**config.mk**
```make
export PLATFORM = sky130hd
export DESIGN_NAME = rv_plic_src_filter
export DESIGN_NICKNAME = d
export VERILOG_FILES = /design/src/rtl/rv_plic_src_filter.sv
export SDC_FILE = /design/constraint.sdc
export NUM_CORES = 1
export LEC_CHECK = 0
export ABC_AREA = 1
export CAP_MARGIN = 40
export CORE_UTILIZATION = 55
export CTS_CLUSTER_DIAMETER = 40
export CTS_CLUSTER_SIZE = 10
export DETAILED_ROUTE_END_ITERATION = 7
export PLACE_DENSITY_LB_ADDON = 0.1
export SYNTH_ARGS = -nofsm -noshare
export SYNTH_HDL_FRONTEND = slang
export SYNTH_SLANG_ARGS = --single-unit
```
**constraint.sdc**
```tcl
create_clock -name clk_i -period 2.3 [get_ports clk_i]
set_input_delay 0.46 -clock clk_i [delete_from_list [all_inputs] [get_ports clk_i]]
set_output_delay 0.46 -clock clk_i [all_outputs]
set_load 0.02 [all_outputs]
```
**src/rtl/rv_plic_src_filter.sv**
```systemverilog
// Per-source interrupt conditioner: synchronise, polarity-correct and glitch-filter
// each raw line ahead of the PLIC gateway, with a registered change pulse per source.
module rv_plic_src_filter #(
    parameter int N_SOURCE    = 32,
    parameter int SYNC_STAGES = 2,
    parameter int CNTW        = 8
) (
    input  logic                clk_i,
    input  logic                rst_ni,
    input  logic [N_SOURCE-1:0] intr_raw_i,
    input  logic [N_SOURCE-1:0] polarity_i,
    input  logic [N_SOURCE-1:0] filt_en_i,
    input  logic [CNTW-1:0]     filt_cnt_i,
    output logic [N_SOURCE-1:0] intr_src_o,
    output logic [N_SOURCE-1:0] intr_chg_o
);

    if (SYNC_STAGES < 2) begin : g_bad_sync
        $fatal(1, "rv_plic_src_filter: SYNC_STAGES must be >= 2");
    end

    for (genvar i = 0; i < N_SOURCE; i++) begin : g_src
        logic [SYNC_STAGES-1:0] sync_q;
        logic [CNTW-1:0]        cnt_q;
        logic                   f_q;
        logic                   f_prev_q;
        logic                   chg_q;
        logic                   s;

        assign s = sync_q[SYNC_STAGES-1] ^ polarity_i[i];

        // cnt_q only increments while below the threshold, so it can never wrap,
        // and the >= compare resolves at once if the threshold drops mid-count.
        always_ff @(posedge clk_i) begin
            if (!rst_ni) begin
                sync_q   <= '0;
                cnt_q    <= '0;
                f_q      <= 1'b0;
                f_prev_q <= 1'b0;
                chg_q    <= 1'b0;
            end else begin
                sync_q   <= {sync_q[SYNC_STAGES-2:0], intr_raw_i[i]};
                f_prev_q <= f_q;
                chg_q    <= f_q ^ f_prev_q;
                if (!filt_en_i[i]) begin
                    f_q   <= s;
                    cnt_q <= '0;
                end else if (s == f_q) begin
                    cnt_q <= '0;
                end else if (cnt_q >= filt_cnt_i) begin
                    f_q   <= s;
                    cnt_q <= '0;
                end else begin
                    cnt_q <= cnt_q + 1'b1;
                end
            end
        end

        assign intr_src_o[i] = f_q;
        assign intr_chg_o[i] = chg_q;
    end

endmodule

```
# --- Word level (Yosys, flattened, before mapping) ---
# Index checks and enable logic that the tools add are counted.
# W data, S select, Z words.
totals:
  input_bits: 106
  wordCells: 577
  register_bits: 416
  out_inout_bits: 64
classes:
  order_cmp: 32
  mux: 96
  bitwise: 97
  reduce_logical: 64
  addsub: 32
  eq_ne: 96
ops:
  columns: ["operator", "n"]
  rows:
  - ["$add A8 B1 Y8 const B", 32]
  - ["$ge A8 B8 Y1", 32]
  - ["$reduce_or A4 Y1", 32]
  - ["$mux W1", 96]
  - ["$ne A2 B1 Y1 const B", 32]
  - ["$ne A2 B2 Y1 const B", 32]
  - ["$reduce_and A2 Y1", 32]
  - ["$xor A1 B1 Y1", 64]
  - ["$not A1 Y1", 33]
  - ["$eq A1 B1 Y1", 32]

# --- Longest topological paths before layout ---
# Gate-level depths: netlist (run 1).
logic_depth:
  ltp_word: 4
  mapped_depth: 11
  mapped_depth_nobuf: 11

# --- Worst setup path after synthesis (run 1) ---
# No wires, ideal clock.
synth_path:
  kind: "input to register"
  startpoint: "input filt_cnt_i[5]"
  endpoint: "register g_src[14].cnt_q[0]"
  path_slack_ns: 0.198
  cell_stages: 7
  arrival_ns: 2.033
  setup_time_ns: 0.069
  cell_sequence: "inv_1 > ha_1 > a21oi_1 > nor2_1 > nor2_1 > nand3_1 > nor2_1"
synth_between:
  elab_chain_len: 2
synth_lines:
  columns: ["item", "line", "rtl"]
  rows:
  - ["start, declared", "13", "input logic [CNTW-1:0] filt_cnt_i,"]
  - ["$ge A8 B8 Y1", "50", "end else if (cnt_q >= filt_cnt_i) begin"]
  - ["$reduce_or A4 Y1 (no line)", null, null]
  - ["end signal, assigned", "54", "cnt_q <= cnt_q + 1'b1;"]
  - ["end, declared", "24", "logic [CNTW-1:0] cnt_q;"]
# Every way passes these cells.
# A chain may end at the register's enable or synchronous reset.

# --- Final worst setup path (run 1) ---
layout_path:
  startpoint: "register g_src[4].f_q"
  endpoint: "output intr_src_o[4]"
layout_rtl:
  columns: ["item", "line", "rtl"]
  rows:
  - ["start, declared", "25", "logic f_q;"]
  - ["start signal, assigned", "46", "f_q <= s;"]
  - ["start signal, assigned", "51", "f_q <= s;"]
  - ["end, declared", "14", "output logic [N_SOURCE-1:0] intr_src_o,"]
# No word-level cell between the ends.

==> impl_metrics.sql, run 1 <==
INSERT INTO impl_metrics (metric_group, metric, value, unit) VALUES
('yosys', 'synth.ff_latch_count', '416', ''),
('routing', 'remaining_number_of_nets_flagged_by_the_antenna_check_after_routing', '0', ''),
('sta', 'finalMaxSlewViolations', '0', ''),
('setup_path', 'crit_slowest_cell', 'sky130_fd_sc_hd__clkdlybuf4s50_1', ''),
('routing', 'remaining_drc_errors', '0', ''),
('global_routing', 'grt_antenna_before_repair', '0', ''),
('sta', 'final_critical_path_setup_slack', '0.1177', 'ns'),
('sta', 'worst_hold_slack', '0.2255', 'ns'),
('setup_path', 'critical_path_cell_count', '1', ''),
('cts', 'clk_pin_slew_worst_paths', '0.05', 'ns'),
('placement', 'placedInstanceArea', '0.02533', 'sq mm'),
('floorplanning', 'top_level_pins', '170', ''),
('power_and_ir_drop', 'ir_drop', '0.0006274', 'V'),
('yosys', 'basic_gate_share_of_the_synthesized_area_counting_and_or_nand_and_nor_cells', '28.27', '%'),
('setup_path', 'worstPathBufferInverterCount', '1', ''),
('hold_path', 'hold_path_class', 'input port to flip-flop', ''),
('cts', 'ctsResizeCount', '0', ''),
('layout', 'stdcell_area', '0.02765', 'sq mm'),
('layout', 'nets', '3731', ''),
('setup_path', 'worst-r2r-cell-count', '9', ''),
('cts', 'h-tree-depth', '3', ''),
('yosys', 'yosys.area_share.adder', '15.80', '%'),
('routing', 'vias', '18718', ''),
('setup_path', 'worst_setup_path_end_kind', 'primary output', ''),
('yosys', 'post_synth_mux_area_share', '0', '%'),
('global_routing', 'number_of_global_route_vias_before_repair', '18241', ''),
('power_and_ir_drop', 'p_int', '14.94', 'mW'),
('routing', 'drt-vias-per-instance', '4.780', ''),
('outcome', 'status', 'complete, no violations', ''),
('sta', 'setup_violations', '0', ''),
('power_and_ir_drop', 'swShare', '24.30', '%'),
('cts', 'cts_root_buffer', 'sky130_fd_sc_hd__clkbuf_16', ''),
('hold_path', 'hold_path_depth', '3', ''),
('power_and_ir_drop', 'power-per-cell-area', '713.8', 'mW/mm^2'),
('layout', 'mostFrequentLayoutCell', 'sky130_fd_sc_hd__nand2_1', ''),
('sta', 'setup_repair_after_global_routing_missed_its_margin', 'false', ''),
('routing', 'detailedRoute.firstPassIterationCount', '5', ''),
('sta', 'finalWorstPathRequiredPeriod', '2.182', 'ns'),
('sta', 'finalSetupTns', '0', 'ns'),
('floorplanning', 'fp.dieArea', '0.04230', 'sq mm'),
('power_and_ir_drop', 'combinationalPowerShare', '9.5', '%'),
('placement', 'dpl_worst_slack', '-0.1445', 'ns'),
('yosys', 'synth_seq_area_share', '36.51', '%'),
('cts', 'ctsLongestPathBuffers', '3', ''),
('layout', 'synthToLayoutAreaGrowth', '21.18', '%'),
('setup_path', 'crit_family', 'buffers and inverters', ''),
('cts', 'cts_num_sinks', '416', ''),
('floorplanning', 'row_count', '74', ''),
('global_routing', 'track_usage', '23.12', '%'),
('sta', 'finalClockSkew', '0.01545', 'ns'),
('yosys', 'netlist_instances', '3104', ''),
('yosys', 'syn_nets', '3498', ''),
('cts', 'cts_tree', 'yes', ''),
('setup_path', 'critical_path.startpoint_type', 'flip-flop', ''),
('yosys', 'synthDistinctLibCells', '19', ''),
('global_routing', 'overflow', '0', ''),
('setup_path', 'critical_setup_path_class', 'flip-flop to primary output', ''),
('sta', 'max_freq', '458.2', 'MHz'),
('yosys', 'cell_area_after_technology_mapping', '0.02281', 'sq mm'),
('sta', 'finalHoldViolations', '0', ''),
('layout', 'fillers', '3440', ''),
('cts', 'hold_bufs_at_cts', '0', ''),
('floorplanning', 'die_wd', '205.7', 'um'),
('setup_path', 'worst_ep_arrival_time', '1.72', 'ns'),
('layout', 'layout_common_cells', 'sky130_fd_sc_hd__nand2_1 (715), sky130_fd_sc_hd__nor2_1 (643), sky130_fd_sc_hd__inv_1 (449), sky130_fd_sc_hd__dfxtp_1 (416), sky130_fd_sc_hd__ha_1 (288)', ''),
('routing', 'wl_per_cell', '12.16', 'um'),
('floorplanning', 'fp.coreArea', '0.04083', 'sq mm'),
('placement', 'buffer_ports.inserted', '169', ''),
('routing', 'detailedRoute.firstIterationViolations', '645', ''),
('yosys', 'synth-warning-count', '0', ''),
('sta', 'final.period_utilization', '94.88', '%');
## power by group through the flow
stage | clock network (mW) | logic, mW | registers (mW)
global route | 10.8 | 2.14 | 7.62
global placement | 0 | 1.81 | 7.73
detailed placement | 0 | 1.88 | 7.74
floorplan | 0 | 1.23 | 7.70
finish | 10.3 | 1.88 | 7.60
CTS | 10.5 | 1.90 | 7.60
## cells in the mapped netlist, drive strengths merged
cell type | number | area share [%]
o21bai | 4 | 0.13
xnor2 | 115 | 4.4
nor2 | 643 | 11
nand4 | 13 | 0.36
dfxtp | 416 | 37
nand3 | 184 | 4.3
inv | 456 | 7.5
ha | 288 | 16
xor2 | 94 | 3.6
buf | 85 | 2.6
nor3b | 2 | 0.066
nor3 | 12 | 0.46
nand3b | 24 | 0.79
a21oi | 53 | 1.2
nand2 | 715 | 12
## state kept, by name, indices dropped and copies added (netlist names)
| name | count |
|---|---|
| g_src.cnt_q | 256 |
| g_src.sync_q | 64 |
| g_src.chg_q | 32 |
| g_src.f_prev_q | 32 |
| g_src.f_q | 32 |
## final cells by class
| cell class | instances | area (sq um) | area share, % |
|---|---|---|---|
| Timing Repair Buffer | 247 | 2449 | 8.857 |
| Sequential cell | 416 | 8328 | 30.12 |
| Inverter | 456 | 1712 | 6.191 |
| Multi-Input combinational cell | 2147 | 12180 | 44.06 |
| Tap cell | 532 | 665.6 | 2.408 |
| Clock buffer | 82 | 1898 | 6.866 |
| Clock inverter | 36 | 414.1 | 1.498 |
## final timing paths
| path | start | end | slack (ns) |
|---|---|---|---|
| setup / recovery | g_src[4].f_q | intr_src_o[4] | 0.12 |
| hold / removal | rst_ni | g_src[20].sync_q[0] | 0.23 |
| setup reg to reg | g_src[21].cnt_q[0] | g_src[21].cnt_q[0] | 0.71 |
| hold reg to reg | g_src[13].sync_q[0] | g_src[13].sync_q[1] | 0.41 |
## layer usage
layer / vias up / track usage [%] / share of wire [%] / wire length [um]
met2: 284 / 41.23 / 48 / 22880
met1: 8376 / 27.67 / 46 / 21710
li1: 9968 / - / - / -
met4: 0 / 8.148 / 2.3 / 1084
met5: - / 0 / 0 / 0
met3: 90 / 4.007 / 4.1 / 1953
## cell families (layout without fill, tap and decap cells)
| group | count (synthesis) | after routing |
|---|---|---|
| buffers and inverters | 541 | 821 |
| and+or+nand+nor | 1593 | 1593 |
| xor gates and xnor gates | 209 | 209 |
| AOI/OAI and AO/OA | 57 | 57 |
| adders and majority gates | 288 | 288 |
| DFF | 416 | 416 |
## per-stage QoR
step	total power [mW]	cells
floorplan	8.925	3104
global placement	9.547	3798
detailed placement	9.629	3798
CTS	19.96	3916
global route	20.57	3916
finish	19.73	3916
(Power assumes the default switching activity.)
==> run 2, diff against run 1 <==
--- a/config.mk
+++ b/config.mk
@@ -7,6 +7,7 @@
 export LEC_CHECK = 0
 export ABC_AREA = 1
 export CAP_MARGIN = 40
+export CORE_ASPECT_RATIO = 1.25
 export CORE_UTILIZATION = 55
 export CTS_CLUSTER_DIAMETER = 40
 export CTS_CLUSTER_SIZE = 10
==> impl_metrics.sql, run 2 (synthesis results as in run 1) <==
INSERT INTO impl_metrics (metric_group, metric, value, unit) VALUES
('outcome', 'status', 'complete, no violations', ''),
('sta', 'setup_repair_after_global_routing_missed_its_margin', 'false', ''),
('sta', 'finalHoldViolations', '0', ''),
('sta', 'finalWorstPathRequiredPeriod', '2.213', 'ns'),
('placement', 'dp.final_hpwl', '34.31', 'mm'),
('setup_path', 'worst_setup_path_end_kind', 'primary output', ''),
('cts', 'cts.repair_timing.setup_buffer_count', '0', ''),
('global_routing', 'grt.met1_usage', '25.11', '%'),
('cts', 'skew_pair_late_insertion_delay', '0.62', 'ns'),
('setup_path', 'critical_path.max_stage_delay', '0.72', 'ns'),
('setup_path', 'critPathMaxFanout', '5', ''),
('layout', 'mostFrequentLayoutCell', 'sky130_fd_sc_hd__nand2_1', ''),
('layout', 'max_flop_register', 'g_src.cnt_q', ''),
('floorplanning', 'top_level_pins', '170', ''),
('global_routing', 'grt_busiest_layer', 'met2', ''),
('layout', 'final_util', '66.88', '%'),
('cts', 'clk_pin_slew_worst_paths', '0.06', 'ns'),
('routing', 'vias', '18607', ''),
('global_routing', 'track_usage', '23.15', '%'),
('global_routing', 'grt_max_degree', '50', ''),
('sta', 'final.period_utilization', '96.20', '%'),
('routing', 'detailedRoute.firstPassIterationCount', '4', ''),
('setup_path', 'crit_chain', 'clkdlybuf4s50_1', ''),
('cts', 'cts_num_sinks', '416', ''),
('sta', 'worst_margin_slew', '0.4472', 'ns'),
('cts', 'hold_bufs_at_cts', '0', ''),
('flow_run', 'cap_viol_max_count', '0', ''),
('routing', 'wl', '47.02', 'mm'),
('floorplanning', 'row_count', '83', ''),
('cts', 'h-tree-depth', '2', ''),
('power_and_ir_drop', 'power-per-cell-area', '683.5', 'mW/mm^2'),
('global_routing', 'grtUsageMet3', '3.880', '%'),
('sta', 'finalMaxSlewViolations', '0', ''),
('placement', 'gp_congestion', '0.8424', ''),
('layout', 'n_antenna_cell', '0', ''),
('routing', 'drt-vias-per-instance', '4.749', ''),
('routing', 'remaining_drc_errors', '0', ''),
('cts', 'cts_root_buffer', 'sky130_fd_sc_hd__clkbuf_16', ''),
('sta', 'final_critical_path_setup_slack', '0.08731', 'ns'),
('cts', 'numCtsBuffers', '58', ''),
('sta', 'finalClockSkew', '0.01183', 'ns'),
('layout', 'synthToLayoutAreaGrowth', '20.25', '%'),
('floorplanning', 'die_wd', '184.2', 'um'),
('placement', 'dpl_worst_slack', '-0.2184', 'ns'),
('power_and_ir_drop', 'cellLeakagePower', '13.12', 'nW'),
('layout', 'layout_common_cells', 'sky130_fd_sc_hd__nand2_1 (715), sky130_fd_sc_hd__nor2_1 (643), sky130_fd_sc_hd__inv_1 (449), sky130_fd_sc_hd__dfxtp_1 (416), sky130_fd_sc_hd__ha_1 (288)', ''),
('sta', 'setup_violations', '0', ''),
('setup_path', 'critical_path.startpoint_type', 'flip-flop', ''),
('cts', 'ctsLongestPathBuffers', '3', ''),
('setup_path', 'crit_slowest_cell', 'sky130_fd_sc_hd__clkdlybuf4s50_1', ''),
('cts', 'cts_tree', 'yes', ''),
('floorplanning', 'fp.coreArea', '0.04102', 'sq mm'),
('global_routing', 'overflow', '0', ''),
('sta', 'max_freq', '451.9', 'MHz'),
('routing', 'wl_per_cell', '12.00', 'um'),
('global_routing', 'grt_antenna_before_repair', '0', ''),
('floorplanning', 'fp.dieArea', '0.04230', 'sq mm'),
('global_routing', 'global_route_wire_length_before_repair', '80.77', 'mm'),
('cts', 'ctsResizeCount', '0', ''),
('layout', 'nets', '3721', ''),
('routing', 'detailedRoute.firstIterationViolations', '493', ''),
('layout', 'biggestRegsByFlops', 'g_src.cnt_q (256), g_src.sync_q (64)', ''),
('global_routing', 'number_of_global_route_vias_before_repair', '18448', ''),
('hold_path', 'hold_path_class', 'input port to flip-flop', ''),
('floorplanning', 'chipHeight', '229.7', 'um'),
('setup_path', 'critical_setup_path_class', 'flip-flop to primary output', ''),
('placement', 'buffer_ports.inserted', '169', ''),
('global_routing', 'met2_usage', '43.84', '%'),
('sta', 'timing.slew.headroom', '69.97', '%'),
('setup_path', 'crit_family', 'buffers and inverters', ''),
('layout', 'drive_gt1_share', '5.912', '%'),
('floorplanning', 'initial_utilization', '55.61', '%'),
('setup_path', 'worst_ep_arrival_time', '1.75', 'ns'),
('routing', 'remaining_number_of_nets_flagged_by_the_antenna_check_after_routing', '0', ''),
('power_and_ir_drop', 'ir_drop', '0.0005765', 'V'),
('setup_path', 'worstPathBufferInverterCount', '1', ''),
('setup_path', 'critical_path_data_required_time', '1.84', 'ns'),
('layout', 'largest_reg_flops', '256', '');
[run 2: cell count changes in the layout (fill, tap and decap cells not counted), moves of 4 or more]
cell / delta
sky130_fd_sc_hd__clkinvlp_4: -5
sky130_fd_sc_hd__buf_12: +4
sky130_fd_sc_hd__clkinv_2: -7
sky130_fd_sc_hd__clkbuf_16: -13
sky130_fd_sc_hd__clkbuf_8: +4
sky130_fd_sc_hd__clkbuf_1: +4
[run 2: stage by stage]
stage	hold slack [ns]	total power [mW]	cells	cell area, sq um	setup TNS [ns]
4_1_cts	0.07092	19.00	3918	27430	0
3_5_place_dp	0.3953	9.638	3819	25420	-31.11
2_1_floorplan	0.3905	8.925	3104	22810	0
6_report	0.1087	18.75	3918	27430	0
3_3_place_gp	0.3930	9.562	3819	25420	-17.66
5_1_grt	0.1050	19.53	3918	27430	0
[run 2: path summary, 6_finish.rpt]
check,start,to,slack (ns),cells after the start
hold reg to reg,g_src[11].sync_q[0],g_src[11].sync_q[1],0.41,2
hold / removal,rst_ni,g_src[24].sync_q[0],0.11,3
setup reg to reg,g_src[24].cnt_q[0],g_src[24].cnt_q[2],0.74,9
setup / recovery,g_src[5].f_q,intr_src_o[5],0.09,1
[run 2: metal layers]
layer	vias to the layer above	wire length, um
li1	9925	-
met1	8310	19640
met2	264	24000
met3	108	1836
met4	0	1534
met5	-	0
[run 2: power breakdown]
part | leakage [nW] | switching, mW | internal, mW
clock network | 0.985 | 3.30 | 5.97
logic | 8.74 | 1.05 | 0.837
registers | 3.39 | 0.156 | 7.43
total | 13.1 | 4.50 | 14.2
[run 2: layout make-up]
| type | instances | area [sq um] |
|---|---|---|
| fill | 3443 | 13590 |
| multi-input combinational | 2147 | 12180 |
| sequential | 416 | 8328 |
| timing repair buffer | 248 | 2506 |
| inverter | 456 | 1712 |
| clock buffer | 77 | 1643 |
| tap | 552 | 690.7 |
| clock inverter | 22 | 374.1 |
